### config.mk
export PLATFORM = sky130hd
export DESIGN_NAME = bram_readback_flat
export DESIGN_NICKNAME = d
export VERILOG_FILES = /design/src/rtl/bram_pkg.sv /design/src/rtl/bram_readback_if.sv /design/src/rtl/hex_to_seg7.sv /design/src/rtl/bram_readback.sv /design/src/flat_wrapper.sv
export SDC_FILE = /design/constraint.sdc
export NUM_CORES = 1
export LEC_CHECK = 0
export CORE_MARGIN = 2
export CORE_UTILIZATION = 25
export CTS_CLUSTER_DIAMETER = 150
export DETAILED_ROUTE_END_ITERATION = 6
export DONT_BUFFER_PORTS = 1
export HOLD_SLACK_MARGIN = 0.1
export PLACE_DENSITY = 0.39
export RECOVER_POWER = 25
export SETUP_SLACK_MARGIN = 0.4
export SLEW_MARGIN = 30
export SYNTH_ARGS = -nofsm -noshare
export SYNTH_HDL_FRONTEND = slang
export SYNTH_SLANG_ARGS = --single-unit
export TNS_END_PERCENT = 20
### constraint.sdc
create_clock -name clk -period 8.1 [get_ports clk]
set_input_delay 1.62 -clock clk [delete_from_list [all_inputs] [get_ports clk]]
set_output_delay 1.62 -clock clk [all_outputs]
set_load 0.1 [all_outputs]
### src/rtl/bram_pkg.sv
`default_nettype none
// ============================================================================
// Module   : bram_pkg
// Purpose  : Shared BRAM datapath widths, readback FSM states and 7-seg table.
// Revision : 1.0 - initial release
// ============================================================================
package bram_pkg;

    localparam int DATA_W_DEF = 48;
    localparam int ADDR_W_DEF = 10;

    typedef enum logic [2:0] {
        ST_IDLE  = 3'd0,
        ST_REQ   = 3'd1,
        ST_WAIT  = 3'd2,
        ST_LATCH = 3'd3,
        ST_SHOW  = 3'd4,
        ST_DONE  = 3'd5
    } rb_state_t;

    // Active-high segment patterns {g,f,e,d,c,b,a}, indexed by hex digit.
    localparam logic [15:0][6:0] SEG_TABLE = {
        7'h71, 7'h79, 7'h5E, 7'h58, 7'h7C, 7'h77, 7'h67, 7'h7F,
        7'h07, 7'h7D, 7'h6D, 7'h66, 7'h4F, 7'h5B, 7'h06, 7'h3F
    };

    localparam logic [6:0] SEG_BLANK = 7'h7F;

endpackage
`default_nettype wire

### src/rtl/bram_readback_if.sv
`default_nettype none
// ============================================================================
// Module   : bram_readback_if
// Purpose  : Read-only BRAM port bundle between the readback FSM and the RAM.
// Revision : 1.0 - initial release
// ============================================================================
interface bram_readback_if #(
    parameter int DATA_W = bram_pkg::DATA_W_DEF,
    parameter int ADDR_W = bram_pkg::ADDR_W_DEF
);
    logic [ADDR_W-1:0] rd_addr;
    logic              rd_we;
    logic [DATA_W-1:0] rd_data;

    modport master (
        output rd_addr,
        output rd_we,
        input  rd_data
    );

    modport slave (
        input  rd_addr,
        input  rd_we,
        output rd_data
    );
endinterface
`default_nettype wire

### src/rtl/hex_to_seg7.sv
`default_nettype none
// ============================================================================
// Module   : hex_to_seg7
// Purpose  : Hex digit to active-low 7-segment decoder.
// Revision : 1.0 - initial release
// ============================================================================
module hex_to_seg7
    import bram_pkg::*;
(
    input  wire logic [3:0] i_nib,
    output logic      [6:0] o_seg
);

    assign o_seg = ~SEG_TABLE[i_nib];

endmodule
`default_nettype wire

### src/rtl/bram_readback.sv
`default_nettype none
// ============================================================================
// Module   : bram_readback
// Purpose  : Walks a BRAM window and shows each word nibble by nibble on one
//            active-low 7-segment display. Optional READBACK_CHECK_EN adds a
//            fill-pattern comparator with a sticky mismatch flag.
// Revision : 1.0 - initial release
// ============================================================================
module bram_readback
    import bram_pkg::*;
#(
    parameter int DATA_W     = DATA_W_DEF,
    parameter int ADDR_W     = ADDR_W_DEF,
    parameter int START_ADDR = 0,
    parameter int WORD_COUNT = 4,
    parameter int DWELL      = 25_000_000
) (
    input  wire logic             clk,
    input  wire logic             reset,
    input  wire logic             start,
    bram_readback_if.master       bus,
    output logic [6:0]            seg,
    output logic [3:0]            nib_idx,
    output logic                  busy,
    output logic                  done
`ifdef READBACK_CHECK_EN
    ,
    output logic                  mismatch
`endif
);

    localparam int                NIBS      = DATA_W / 4;
    localparam logic [3:0]        TOP_NIB   = 4'(NIBS - 1);
    localparam int                CNT_W     = (DWELL > 1) ? $clog2(DWELL) : 1;
    localparam logic [CNT_W-1:0]  LAST_CNT  = CNT_W'(DWELL - 1);
    localparam logic [ADDR_W-1:0] START_A   = ADDR_W'(START_ADDR);
    localparam logic [ADDR_W:0]   LAST_WORD = (ADDR_W + 1)'(WORD_COUNT - 1);

    rb_state_t         r_state;
    logic [ADDR_W-1:0] r_rd_addr;
    logic [DATA_W-1:0] r_word;
    logic [CNT_W-1:0]  r_cnt;
    logic [ADDR_W:0]   r_word_cnt;
    logic [6:0]        r_seg;
    logic [3:0]        r_nib_idx;
    logic              r_busy;
    logic              r_done;

    logic [3:0]        w_dec_nib;
    logic [6:0]        w_seg;

    // One decoder serves both the first nibble (straight off the RAM in LATCH)
    // and the following nibble of the held word during SHOW.
    always_comb begin
        w_dec_nib = r_word[{r_nib_idx - 4'd1, 2'b00} +: 4];
        if (r_state == ST_LATCH) begin
            w_dec_nib = bus.rd_data[DATA_W-1 -: 4];
        end
    end

    hex_to_seg7 u_dec (
        .i_nib (w_dec_nib),
        .o_seg (w_seg)
    );

`ifdef READBACK_CHECK_EN
    logic              r_mismatch;
    logic [DATA_W-1:0] w_fill;

    // Fill-writer image: the word address replicated, zero-extended to DATA_W.
    assign w_fill   = DATA_W'({(DATA_W / ADDR_W){r_rd_addr}});
    assign mismatch = r_mismatch;
`endif

    always_ff @(posedge clk) begin
        if (reset) begin
            r_state    <= ST_IDLE;
            r_rd_addr  <= START_A;
            r_word     <= '0;
            r_cnt      <= '0;
            r_word_cnt <= '0;
            r_seg      <= SEG_BLANK;
            r_nib_idx  <= 4'd0;
            r_busy     <= 1'b0;
            r_done     <= 1'b0;
`ifdef READBACK_CHECK_EN
            r_mismatch <= 1'b0;
`endif
        end else begin
            case (r_state)
                ST_IDLE, ST_DONE: begin
                    if (start) begin
                        r_state    <= ST_REQ;
                        r_rd_addr  <= START_A;
                        r_word_cnt <= '0;
                        r_busy     <= 1'b1;
                        r_done     <= 1'b0;
`ifdef READBACK_CHECK_EN
                        r_mismatch <= 1'b0;
`endif
                    end
                end
                ST_REQ: begin
                    r_state <= ST_WAIT;
                end
                ST_WAIT: begin
                    r_state <= ST_LATCH;
                end
                ST_LATCH: begin
                    r_word    <= bus.rd_data;
                    r_nib_idx <= TOP_NIB;
                    r_cnt     <= '0;
                    r_seg     <= w_seg;
                    r_state   <= ST_SHOW;
`ifdef READBACK_CHECK_EN
                    if (bus.rd_data != w_fill) begin
                        r_mismatch <= 1'b1;
                    end
`endif
                end
                ST_SHOW: begin
                    if (r_cnt == LAST_CNT) begin
                        r_cnt <= '0;
                        if (r_nib_idx != 4'd0) begin
                            r_nib_idx <= r_nib_idx - 4'd1;
                            r_seg     <= w_seg;
                        end else if (r_word_cnt == LAST_WORD) begin
                            r_state <= ST_DONE;
                            r_busy  <= 1'b0;
                            r_done  <= 1'b1;
`ifdef READBACK_CHECK_EN
                            r_seg   <= r_mismatch ? ~7'h71 : ~7'h3F;
`endif
                        end else begin
                            // Address wraps naturally at the top of the RAM.
                            r_rd_addr  <= r_rd_addr + 1'b1;
                            r_word_cnt <= r_word_cnt + 1'b1;
                            r_state    <= ST_REQ;
                        end
                    end else begin
                        r_cnt <= r_cnt + 1'b1;
                    end
                end
                default: begin
                    r_state <= ST_IDLE;
                end
            endcase
        end
    end

    assign bus.rd_addr = r_rd_addr;
    assign bus.rd_we   = 1'b0;
    assign seg         = r_seg;
    assign nib_idx     = r_nib_idx;
    assign busy        = r_busy;
    assign done        = r_done;

endmodule
`default_nettype wire

### src/flat_wrapper.sv
// flat-port wrapper written by rule: the top's interface ports become plain ports
module bram_readback_flat import bram_pkg::*;
#(
    parameter int DATA_W     = DATA_W_DEF,
    parameter int ADDR_W     = ADDR_W_DEF,
    parameter int START_ADDR = 0,
    parameter int WORD_COUNT = 4,
    parameter int DWELL      = 25_000_000
)
  (clk, reset, start, seg, nib_idx, busy, done, bus_rd_addr, bus_rd_we, bus_rd_data);
  bram_readback_if #(.DATA_W(DATA_W), .ADDR_W(ADDR_W)) bus_i ();
  input  wire logic clk;
  input  wire logic reset;
  input  wire logic start;
  output logic [6:0] seg;
  output logic [3:0] nib_idx;
  output logic busy;
  output logic done;
  output wire logic [$bits(bus_i.rd_addr)-1:0] bus_rd_addr;
  output wire logic [$bits(bus_i.rd_we)-1:0] bus_rd_we;
  input wire logic [$bits(bus_i.rd_data)-1:0] bus_rd_data;
  assign bus_rd_addr = bus_i.rd_addr;
  assign bus_rd_we = bus_i.rd_we;
  assign bus_i.rd_data = bus_rd_data;
  bram_readback #(.DATA_W(DATA_W), .ADDR_W(ADDR_W), .START_ADDR(START_ADDR), .WORD_COUNT(WORD_COUNT), .DWELL(DWELL)) u_core (.clk(clk), .reset(reset), .start(start), .bus(bus_i), .seg(seg), .nib_idx(nib_idx), .busy(busy), .done(done));
endmodule
---- Word-level counts from Yosys, hierarchy flattened ----
Memory sizes are Yosys's and may differ from the RTL's.
Cells that the tools add are included.
Widths: inputs -> output; s select.
word-level totals
  memory bits (writable) .................. 0
  ROM bits ................................ 112
  logic and storage cells ................. 74
  latch bits .............................. 0
  memories kept ........................... 1
  register bits ........................... 110
memories
  name             depth  bits a word  read ports  clocked after memory_dff  write ports  RTL line           RTL
  (no name shown)  16     7            1           0                         0            hex_to_seg7.sv:14  assign o_seg = ~SEG_TABLE[i_nib];
cells by class
  div/mod/pow operators ................... 0
  shift-type cells ........................ 1
  reductions and logical operators ........ 9
  $add $sub $neg .......................... 4
  multipliers ............................. 0
  mux-type cells .......................... 35
  magnitude comparators ................... 1
  eq/ne operators ......................... 13
  bitwise operators ....................... 1
operators by type and width
  kind                   number
  $pmux 25 s2            1
  $shiftx 48x7->4        1
  $mux 11                4
  $mux 10                4
  $add 25x1->25 const B  1
  $eq 25x25->1 const B   1
  $mux 25                1
  $pmux 11 s2            1
  $mux 7                 3
  $pmux 10 s2            1
  $pmux 3 s5             1
  $pmux 7 s2             1
  $mux 3                 4
  $mux 4                 3
  $add 11x1->11 const B  1
  $eq 11x2->1 const B    1
  $add 10x1->10 const B  1
  $reduce_and 5->1       2
  $mux 1                 8
  $pmux 4 s2             1
  $not 7->7              1
  $eq 3x2->1 const B     2
  $eq 3x3->1 const B     2
  $ne 2x1->1 const B     3
  10 further kinds       15

---- Logic depth before layout (Yosys ltp) ----
Gate-level depths: netlist (run 1).
  depth after elaboration ................. 9
  depth in mapped cells ................... 15
  depth with buffers taken out ............ 12

---- By module ----
From an unflattened synthesis (run 1), not the netlist that was laid out.
unflattened totals
  cells, all modules ...................... 667
  area total of the unflattened synthesis .. 5496.5 sq um
modules (own cells, without submodules)
  module         cells each  area an instance (sq um)  times used  seq. area each (sq um)
  bram_readback  636         5265.0                    1           2202.1
  hex_to_seg7    31          231.5                     1           0.0

---- Least setup slack after synthesis (run 1) ----
OpenSTA, ideal clock, no wires.
  path type ............................... register to register
  start point ............................. register u_core.r_nib_idx[0] (netlist: u_core.nib_idx[0])
  end point ............................... register u_core.r_seg[3] (netlist: u_core.seg[3])
  library setup time ...................... 0.081 ns
  arrival ................................. 4.096 ns
  stages on the path, launching flop included .. 16
  slack ................................... 3.923 ns
  path buffers ............................ 4
  required time ........................... 8.019 ns
  clock period less this slack ............ 4.177 ns
  cell sequence ........................... dfxtp_1 > buf_6 > buf_2 > inv_1 > ha_1 > clkbuf_1 > buf_2 > mux4_2 > mux2i_1 > o211ai_1 > inv_1 > ha_1 > inv_1 > nand2_1 > mux2_1 > a41oi_1
between the ends
  longest elaborated chain between the ends .. 9
  elaborated cells between the ends (all ways) .. 12
ends and longest elaborated chain
  item                          RTL line              RTL
  from (decl)                   bram_readback.sv:45   logic [3:0] r_nib_idx;
  from (signal assigned)        bram_readback.sv:125  r_nib_idx <= r_nib_idx - 4'd1;
  $sub 4x1->4                   bram_readback.sv:55   w_dec_nib = r_word[{r_nib_idx - 4'd1, 2'b00} +: 4];
  $shiftx 48x7->4               bram_readback.sv:55
  $mux 4                        bram_readback.sv:56   if (r_state == ST_LATCH) begin
  $mem_v2 16x7                  n/a
  $mux 7 (implied by the code)  hex_to_seg7.sv:14
  $not 7->7                     hex_to_seg7.sv:14
  $mux 7                        bram_readback.sv:124  if (r_nib_idx != 4'd0) begin
  $mux 7                        bram_readback.sv:122  if (r_cnt == LAST_CNT) begin
  $pmux 7 s2                    bram_readback.sv:90   case (r_state)
  to (signal assigned)          bram_readback.sv:113  r_seg <= w_seg;
  to (signal assigned)          bram_readback.sv:126  r_seg <= w_seg;
  to (decl)                     bram_readback.sv:44   logic [6:0] r_seg;
Several ways; a longest one is shown, not always the timed one. The select of a mux whose other input is x is not followed.
A chain may end at the register's enable or synchronous reset.

---- Final worst setup path (run 1) ----
  start point ............................. register u_core.r_state[1]
  end point ............................... register u_core.r_seg[3] (netlist: u_core.seg[3])
between the ends
  longest elaborated chain between the ends .. 8
  elaborated cells between the ends (all ways) .. 13
ends and longest elaborated chain
  item                          RTL line                                  RTL
  from (decl)                   bram_readback.sv:39                       rb_state_t r_state;
  from (signal assigned)        bram_readback.sv:77                       r_state <= ST_IDLE;
  from (signal assigned)        bram_readback.sv:93                       r_state <= ST_REQ;
  from (signal assigned)        bram_readback.sv:104                      r_state <= ST_WAIT;
  $eq 3x2->1                    bram_readback.sv:56, bram_readback.sv:90
  $mux 4                        bram_readback.sv:56
  $mem_v2 16x7                  n/a
  $mux 7 (implied by the code)  hex_to_seg7.sv:14
  $not 7->7                     hex_to_seg7.sv:14
  $mux 7                        bram_readback.sv:124
  $mux 7                        bram_readback.sv:122
  $pmux 7 s2                    bram_readback.sv:90
Several ways; a longest one is shown, not always the timed one. The select of a mux whose other input is x is not followed.

==> metrics.cfg, run 1 <==
[run_status]
status = finished, violations left
violations = capacitance limit, slew limit

[worst_setup_path]
path_max_fanout = 52
path_class = flip-flop to flip-flop
cp.arrival_ns = 4.85
worstSetupStartpoint = u_core.r_state[1]$_SDFFE_PP0P_
cp.required_ns = 8.39
r2r_start = u_core.r_state[1]$_SDFFE_PP0P_
critical_path.endpoint = u_core.seg[3]$_SDFFE_PP1P_
reg2reg_to = u_core.seg[3]$_SDFFE_PP1P_
cp-end-kind = flip-flop
ff2ff_setup_slack_ns = 3.54
start_kind = flip-flop
worst-r2r-cell-count = 10

[sta]
final-setup-viol-count = 0
rsz0062_at_grt = false
finalMaxSlewViolations = 53
slew_headroom = -0.6110
max_freq_mhz = 219.2
finalHoldViolations = 0
fin_skew_ns = 0.009883
tightest_slew_ns = 2.416
fin_tns_setup_ns = 0
period_share = 0.5631
finalCriticalPeriod_ns = 4.561

[logic_synthesis]
synth_ff_type = dfxtp_1
synth_cell_types = 68
synth_area_um2 = 5503
synth_edf_count = 0
yosysSeqAreaShare = 0.4002
synth_top_area_share = 0.4002
synth_common_cells = nand2_1 (138), dfxtp_1 (110), a21oi_1 (82)
yosys_warnings = 0
synth-async-reset-ratio = 0
synthCells = 659
syn-num-nets = 720
ys_ff_latch = 110
synth_top_area_cell = dfxtp_1
synth_most_common_cell = nand2_1
synthTopCellsByArea = dfxtp_1 (40%), nand2_1 (9.4%), a21oi_1 (7.5%)
syn_avg_cell_area_um2 = 8.350

[job]
drv_cap = 1

[floorplanning]
rows = 54
initial_utilization = 0.2537
die_area_um2 = 23210
ios = 75
die_w_um = 152.4
coreArea_um2 = 21690
fp.dieH_um = 152.4

[finish]
final_nets = 695
fin_util = 0.2786
num_antenna_cells = 0
n_fill_cell = 2310
drive_gt1_frac = 0.09703
area_delta_synth_final_pct = 9.823

[detailed_routing]
num_vias = 4608
drcViolationCount = 0
drt_wl_total_mm = 14.98
ant_nets = 0
first_iter_violations = 236
routed_via_density = 5.014
wire_per_inst_um = 16.30
first_pass_iters = 5

[cts]
cts_inserted_buffers = 9
clock_path_buffers = 2
cts_sinks = 110
post-cts-setup-buffers = 0
cts_tree = built
clk_latency_ns = 0.37
cts_root_buf = clkbuf_16
cts_max_level = 3
cts.reportedPaths.clkPinSlew_ns = 0.09
cts-resized-gates = 0
cts_hold_buf = 0

[grt]
grt_pass1_wl_mm = 24.37
grt_pass1_vias = 4435
grt.total_usage = 0.1295
antenna_found_initial = 0
overflow = 0
grt_max_degree = 83

[power]
p_int_mw = 0.8667
p_sw_mw = 0.4176
comb_power_share = 0.129
swShare = 0.3252
pwr_density_cell_nw_per_um2 = 212.5
leakage_nw = 1.850
sequentialPowerShare = 0.493
worst_ir_drop_vdd_mv = 0.1095
clkPwrFrac = 0.378

[placement]
dp_hpwl_mm = 10.34
gp_congestion = 0.7419
port-buffer-count = 0

[hold_path]
hold_class = flip-flop to flip-flop

flip-flops by register name, summed over array words and instances, names as in the netlist:
signal              count
u_core.nib_idx          4
u_core.r_cnt           25
u_core.r_state          3
u_core.bus.rd_addr     10
u_core.seg              7
u_core.busy             1
u_core.r_word_cnt      11
u_core.r_word          48
u_core.done             1
final cells by class:
cell class | instances | area, um2 | area share
tap | 280 | 350.3 | 0.05797
clock inverter | 7 | 101.3 | 0.01677
timing repair buffer | 5 | 33.78 | 0.005590
clock buffer | 9 | 225.2 | 0.03727
multi-input combinational | 494 | 3062 | 0.5066
inverter | 14 | 52.55 | 0.008696
sequential | 110 | 2218 | 0.3671
power by group through the flow:
stage	combinational, mW	sequential, mW	clock [mW]
2_1_floorplan	0.152	0.631	0
3_3_place_gp	0.164	0.645	0
3_5_place_dp	0.166	0.647	0
4_1_cts	0.167	0.634	0.501
5_1_grt	0.186	0.637	0.522
6_report	0.166	0.633	0.486
per-layer routing:
layer / vias to the layer above / wire length [um] / GRT usage
met3: 12 / 908 / 0.04124
met1: 2184 / 6866 / 0.1657
met5: - / 0 / 0
li1: 2306 / - / -
met4: 0 / 202 / 0.03872
met2: 106 / 7006 / 0.2089
critical path, stage by stage (launching register included):
cell and delay (ns):
dfxtp_1 0.61, and3b_2 0.25, clkbuf_1 1.71, nand2_1 0.37, o211ai_1 0.37, inv_1 0.16, ha_1 0.37, inv_1 0.09
nand2_1 0.05, mux2_1 0.30, a41oi_1 0.19
cell families (layout without fill, tap and decap cells):
| logic type | Yosys count | count (layout) | synth area share |
|---|---|---|---|
| flip-flops | 110 | 110 | 0.4002 |
| XOR/XNOR | 19 | 19 | 0.03161 |
| AO/OA/AOI/OAI | 155 | 155 | 0.1801 |
| buffers and inverters | 55 | 35 | 0.04366 |
| AND/OR/NAND/NOR | 285 | 285 | 0.2513 |
| other | 1 | 1 | 0.0006815 |
| adder cells (fa/ha/maj) | 10 | 10 | 0.02274 |
| multiplexers | 24 | 24 | 0.06980 |
per-stage QoR:
stage               instance area, um2  power (mW)  setup WS, ns  hold WS [ns]  std cells
floorplan                         5503      0.7823         3.923        0.4329        659
global placement                  5705      0.8098         3.987        0.4375        903
detailed placement                5714      0.8131         3.800        0.4437        903
CTS                               6041       1.302         3.787        0.4559        919
global route                      6043       1.345         2.991        0.4702        919
finish                            6043       1.284         3.539        0.4534        919
worst min-delay path by stage:
stage | start | end | cells after the start | slack (ns)
after global routing | u_core.r_word[27]$_SDFFE_PP0P_ | u_core.r_word[27]$_SDFFE_PP0P_ | 2 | 0.47
final | u_core.r_word[47]$_SDFFE_PP0P_ | u_core.r_word[47]$_SDFFE_PP0P_ | 2 | 0.45
after detailed placement | u_core.r_word[16]$_SDFFE_PP0P_ | u_core.r_word[16]$_SDFFE_PP0P_ | 2 | 0.44
after CTS | u_core.r_word[16]$_SDFFE_PP0P_ | u_core.r_word[16]$_SDFFE_PP0P_ | 2 | 0.46
after global placement | u_core.r_word[47]$_SDFFE_PP0P_ | u_core.r_word[47]$_SDFFE_PP0P_ | 2 | 0.44
after floorplan | u_core.r_word[19]$_SDFFE_PP0P_ | u_core.r_word[19]$_SDFFE_PP0P_ | 2 | 0.43
cell usage in the layout, fill, tap and decap left out, drive strengths merged, types with 4 or more instances in the layout:
cell type | Yosys | layout
a211oi | 4 | 4
a21oi | 82 | 82
a311oi | 7 | 7
a31oi | 5 | 5
and2 | 4 | 4
and3 | 5 | 5
buf | 14 | 4
clkbuf | 27 | 10
dfxtp | 110 | 110
ha | 10 | 10
inv | 14 | 17
mux2 | 5 | 5
mux2i | 8 | 8
mux4 | 11 | 11
nand2 | 138 | 138
nand2b | 4 | 4
nand3 | 14 | 14
nand4 | 12 | 12
nand4b | 4 | 4
nor2 | 44 | 44
nor3 | 12 | 12
nor3b | 5 | 5
nor4 | 10 | 10
o2111ai | 7 | 7
o211ai | 6 | 6
o21a | 6 | 6
o21ai | 19 | 19
o31ai | 8 | 8
or2 | 4 | 4
or3 | 7 | 7
or4 | 12 | 12
xnor2 | 5 | 5
xor2 | 14 | 14
No activity file was read; power rests on OpenSTA's default activity.
==> run 2: changes to the inputs <==
- ABC_AREA: not set -> 1
- clock period: 8.1 -> 4.8 ns (I/O delays scaled with it)
==> run 2 against run 1 <==
Count of clock-buffer cells in the layout up 2. Worst hold slack improved by 0.0052 ns. Largest power group unchanged. Synthesized area is 7.2% higher. Sequential power grew 110%. First-iteration DRC count rose by 42%. Critical path type unchanged. Combinational power rose to 7.4 times the previous value. The flow still finishes with violations (capacitance limit, slew limit). Clock skew about the same. Synthesized cell count rose by 33%. Sequential share of layout area fell by 2.3 points. Routed wire length rose by 16%. Maximum frequency is 30% higher.
==> metrics.cfg, run 2 <==
[finish]
drive_gt1_frac = 0.08343
final_nets = 919
num_antenna_cells = 0
top_regs = u_core.r_word (48), u_core.r_cnt (25), u_core.r_word_cnt (11)
final_common_cell = nand2_1
regMostFlops = u_core.r_word
largest_register_ffs = 48
area_delta_synth_final_pct = 9.143
design_area_um2 = 6437
final_cell_mix = nand2_1 (181), nor2_1 (141), dfxtp_1 (101)
fin_util = 0.2759

[cts]
clock_path_buffers = 2
cts_tree = built
cts.reportedPaths.clkPinSlew_ns = 0.08
cts_max_level = 3
clk_latency_ns = 0.36
cts_sinks = 110
cts-resized-gates = 0
post-cts-setup-buffers = 0
cts_root_buf = clkbuf_16
cts_hold_buf = 0
cts_inserted_buffers = 9

[logic_synthesis]
synth_edf_count = 0
ys_ff_latch = 110
synth_cell_types = 49
synthTopCellsByArea = dfxtp_1 (37%), nand2_1 (12%), nor2_1 (9.0%)
synth-async-reset-ratio = 0
synth_top_area_cell = dfxtp_1
yosys_warnings = 0
syn-num-nets = 939
synthCells = 878
syn_avg_cell_area_um2 = 6.718
synth_area_um2 = 5898
synth_ff_type = dfxtp_1
synth_most_common_cell = nand2_1
synth_common_cells = nand2_1 (181), nor2_1 (141), dfxtp_1 (110)
synth_top_area_share = 0.3734
yosysSeqAreaShare = 0.3734

[detailed_routing]
routed_via_density = 4.643
drt_wl_total_mm = 17.36
first_pass_iters = 5
num_vias = 5488
wire_per_inst_um = 14.68
ant_nets = 0
first_iter_violations = 335
drcViolationCount = 0

[worst_setup_path]
reg2reg_to = u_core.seg[0]$_SDFFE_PP1P_
path_max_fanout = 5
cp.arrival_ns = 3.76
cp.required_ns = 5.05
cp-end-kind = flip-flop
start_kind = flip-flop
ff2ff_setup_slack_ns = 1.29
worst-r2r-cell-count = 15
r2r_start = u_core.nib_idx[2]$_SDFFE_PP0P_
path_class = flip-flop to flip-flop
worstSetupStartpoint = u_core.nib_idx[2]$_SDFFE_PP0P_
critical_path.endpoint = u_core.seg[0]$_SDFFE_PP1P_

[power]
worst_ir_drop_vdd_mv = 0.2125
clkPwrFrac = 0.227
pwr_density_cell_nw_per_um2 = 514.0
sequentialPowerShare = 0.401
p_int_mw = 1.746
comb_power_share = 0.372
leakage_nw = 2.372
p_sw_mw = 1.563
swShare = 0.4723

[sta]
period_share = 0.7304
max_freq_mhz = 285.2
finalHoldViolations = 0
fin_tns_setup_ns = 0
rsz0062_at_grt = false
slew_headroom = -0.08629
fin_skew_ns = 0.009539
final-setup-viol-count = 0
tightest_slew_ns = 1.629
finalMaxSlewViolations = 45
finalCriticalPeriod_ns = 3.506

[floorplanning]
rows = 56
coreArea_um2 = 23330
die_w_um = 157.6
die_area_um2 = 24840
fp.dieH_um = 157.6
ios = 75
initial_utilization = 0.2528

[grt]
grt_max_degree = 48
grt.total_usage = 0.1465
grt_pass1_wl_mm = 28.84
grt_pass1_vias = 5410
overflow = 0
antenna_found_initial = 0

[run_status]
violations = capacitance limit, slew limit
status = finished, violations left

[placement]
dp_hpwl_mm = 12.20
placed_cell_area_um2 = 6173
port-buffer-count = 0
gp_congestion = 0.8048

[hold_path]
hold_class = flip-flop to flip-flop

[job]
drv_cap = 2

run 2: cell types whose count changed after synthesis, sizes merged, moves of 10 or more:
| cell | delta |
|---|---|
| nor3 | +19 |
| nor2 | +99 |
| nor4 | -10 |
| a21oi | -18 |
| nand2 | +54 |
| or4 | -12 |
| o21ai | +54 |
| nand3 | +70 |
| mux4 | -11 |
| inv | +55 |
run 2: kinds of logic after synthesis:
group                    share of synthesized area
AND/OR/NAND/NOR                             0.3488
AO/OA/AOI/OAI                               0.1434
buffers and inverters                      0.08040
flip-flops                                  0.3734
XOR/XNOR                                   0.03225
adder cells (fa/ha/maj)                    0.02121
other                                    0.0006358
run 2: metal layers:
metal  part of all wire  wire, um  track usage
met1               0.48      8327       0.1910
met2               0.46      8041       0.2475
met3              0.043       749      0.03066
met4              0.014       237      0.03550
met5                  0         0            0
run 2: per-stage QoR:
step | worst slack (ns) | total power [mW] | hold WS (ns) | instances
after floorplan | 1.342 | 2.350 | 0.4292 | 878
after global placement | 1.678 | 2.611 | 0.4467 | 1166
after detailed placement | 1.632 | 2.604 | 0.4512 | 1166
after CTS | 1.599 | 3.368 | 0.4626 | 1182
after global routing | 0.9622 | 3.568 | 0.4865 | 1182
final | 1.294 | 3.309 | 0.4585 | 1182
run 2: worst min path at each step:
stage / start / end / cells past startpoint
floorplan: u_core.r_word[10]$_SDFFE_PP0P_ / u_core.r_word[10]$_SDFFE_PP0P_ / 2
global placement: u_core.r_word[26]$_SDFFE_PP0P_ / u_core.r_word[26]$_SDFFE_PP0P_ / 2
detailed placement: u_core.r_word[6]$_SDFFE_PP0P_ / u_core.r_word[6]$_SDFFE_PP0P_ / 2
CTS: u_core.r_word[6]$_SDFFE_PP0P_ / u_core.r_word[6]$_SDFFE_PP0P_ / 2
global route: u_core.r_word[6]$_SDFFE_PP0P_ / u_core.r_word[6]$_SDFFE_PP0P_ / 2
finish: u_core.r_word[42]$_SDFFE_PP0P_ / u_core.r_word[42]$_SDFFE_PP0P_ / 2
run 2: critical path, cell delays in order (launching register included):
cell,delay (ns)
dfxtp_1,0.31
clkbuf_1,1.14
inv_2,0.08
nand3_2,0.16
inv_2,0.04
nand2_1,0.05
nand2_1,0.18
nand3_1,0.14
nand2_1,0.10
a21boi_0,0.42
inv_1,0.16
ha_1,0.24
nand3_1,0.13
nand3_1,0.10
nand3_1,0.10
nand2_1,0.05
run 2: area by class of cell:
cell class	count	area [um2]
Sequential cell	110	2213
Inverter	71	270.3
Clock buffer	11	242.7
Fill cell	2652	16900
Clock inverter	5	41.29
Multi-Input combinational cell	657	3222
Timing Repair Buffer	9	48.80
Tap cell	319	399.1
run 2: power by group through the flow:
stage	registers [mW]	logic, mW	clock network, mW
after CTS	1.33	1.26	0.780
after detailed placement	1.35	1.25	0
final	1.33	1.23	0.752
after floorplan	1.37	0.978	0
after global placement	1.35	1.26	0
after global routing	1.34	1.42	0.808
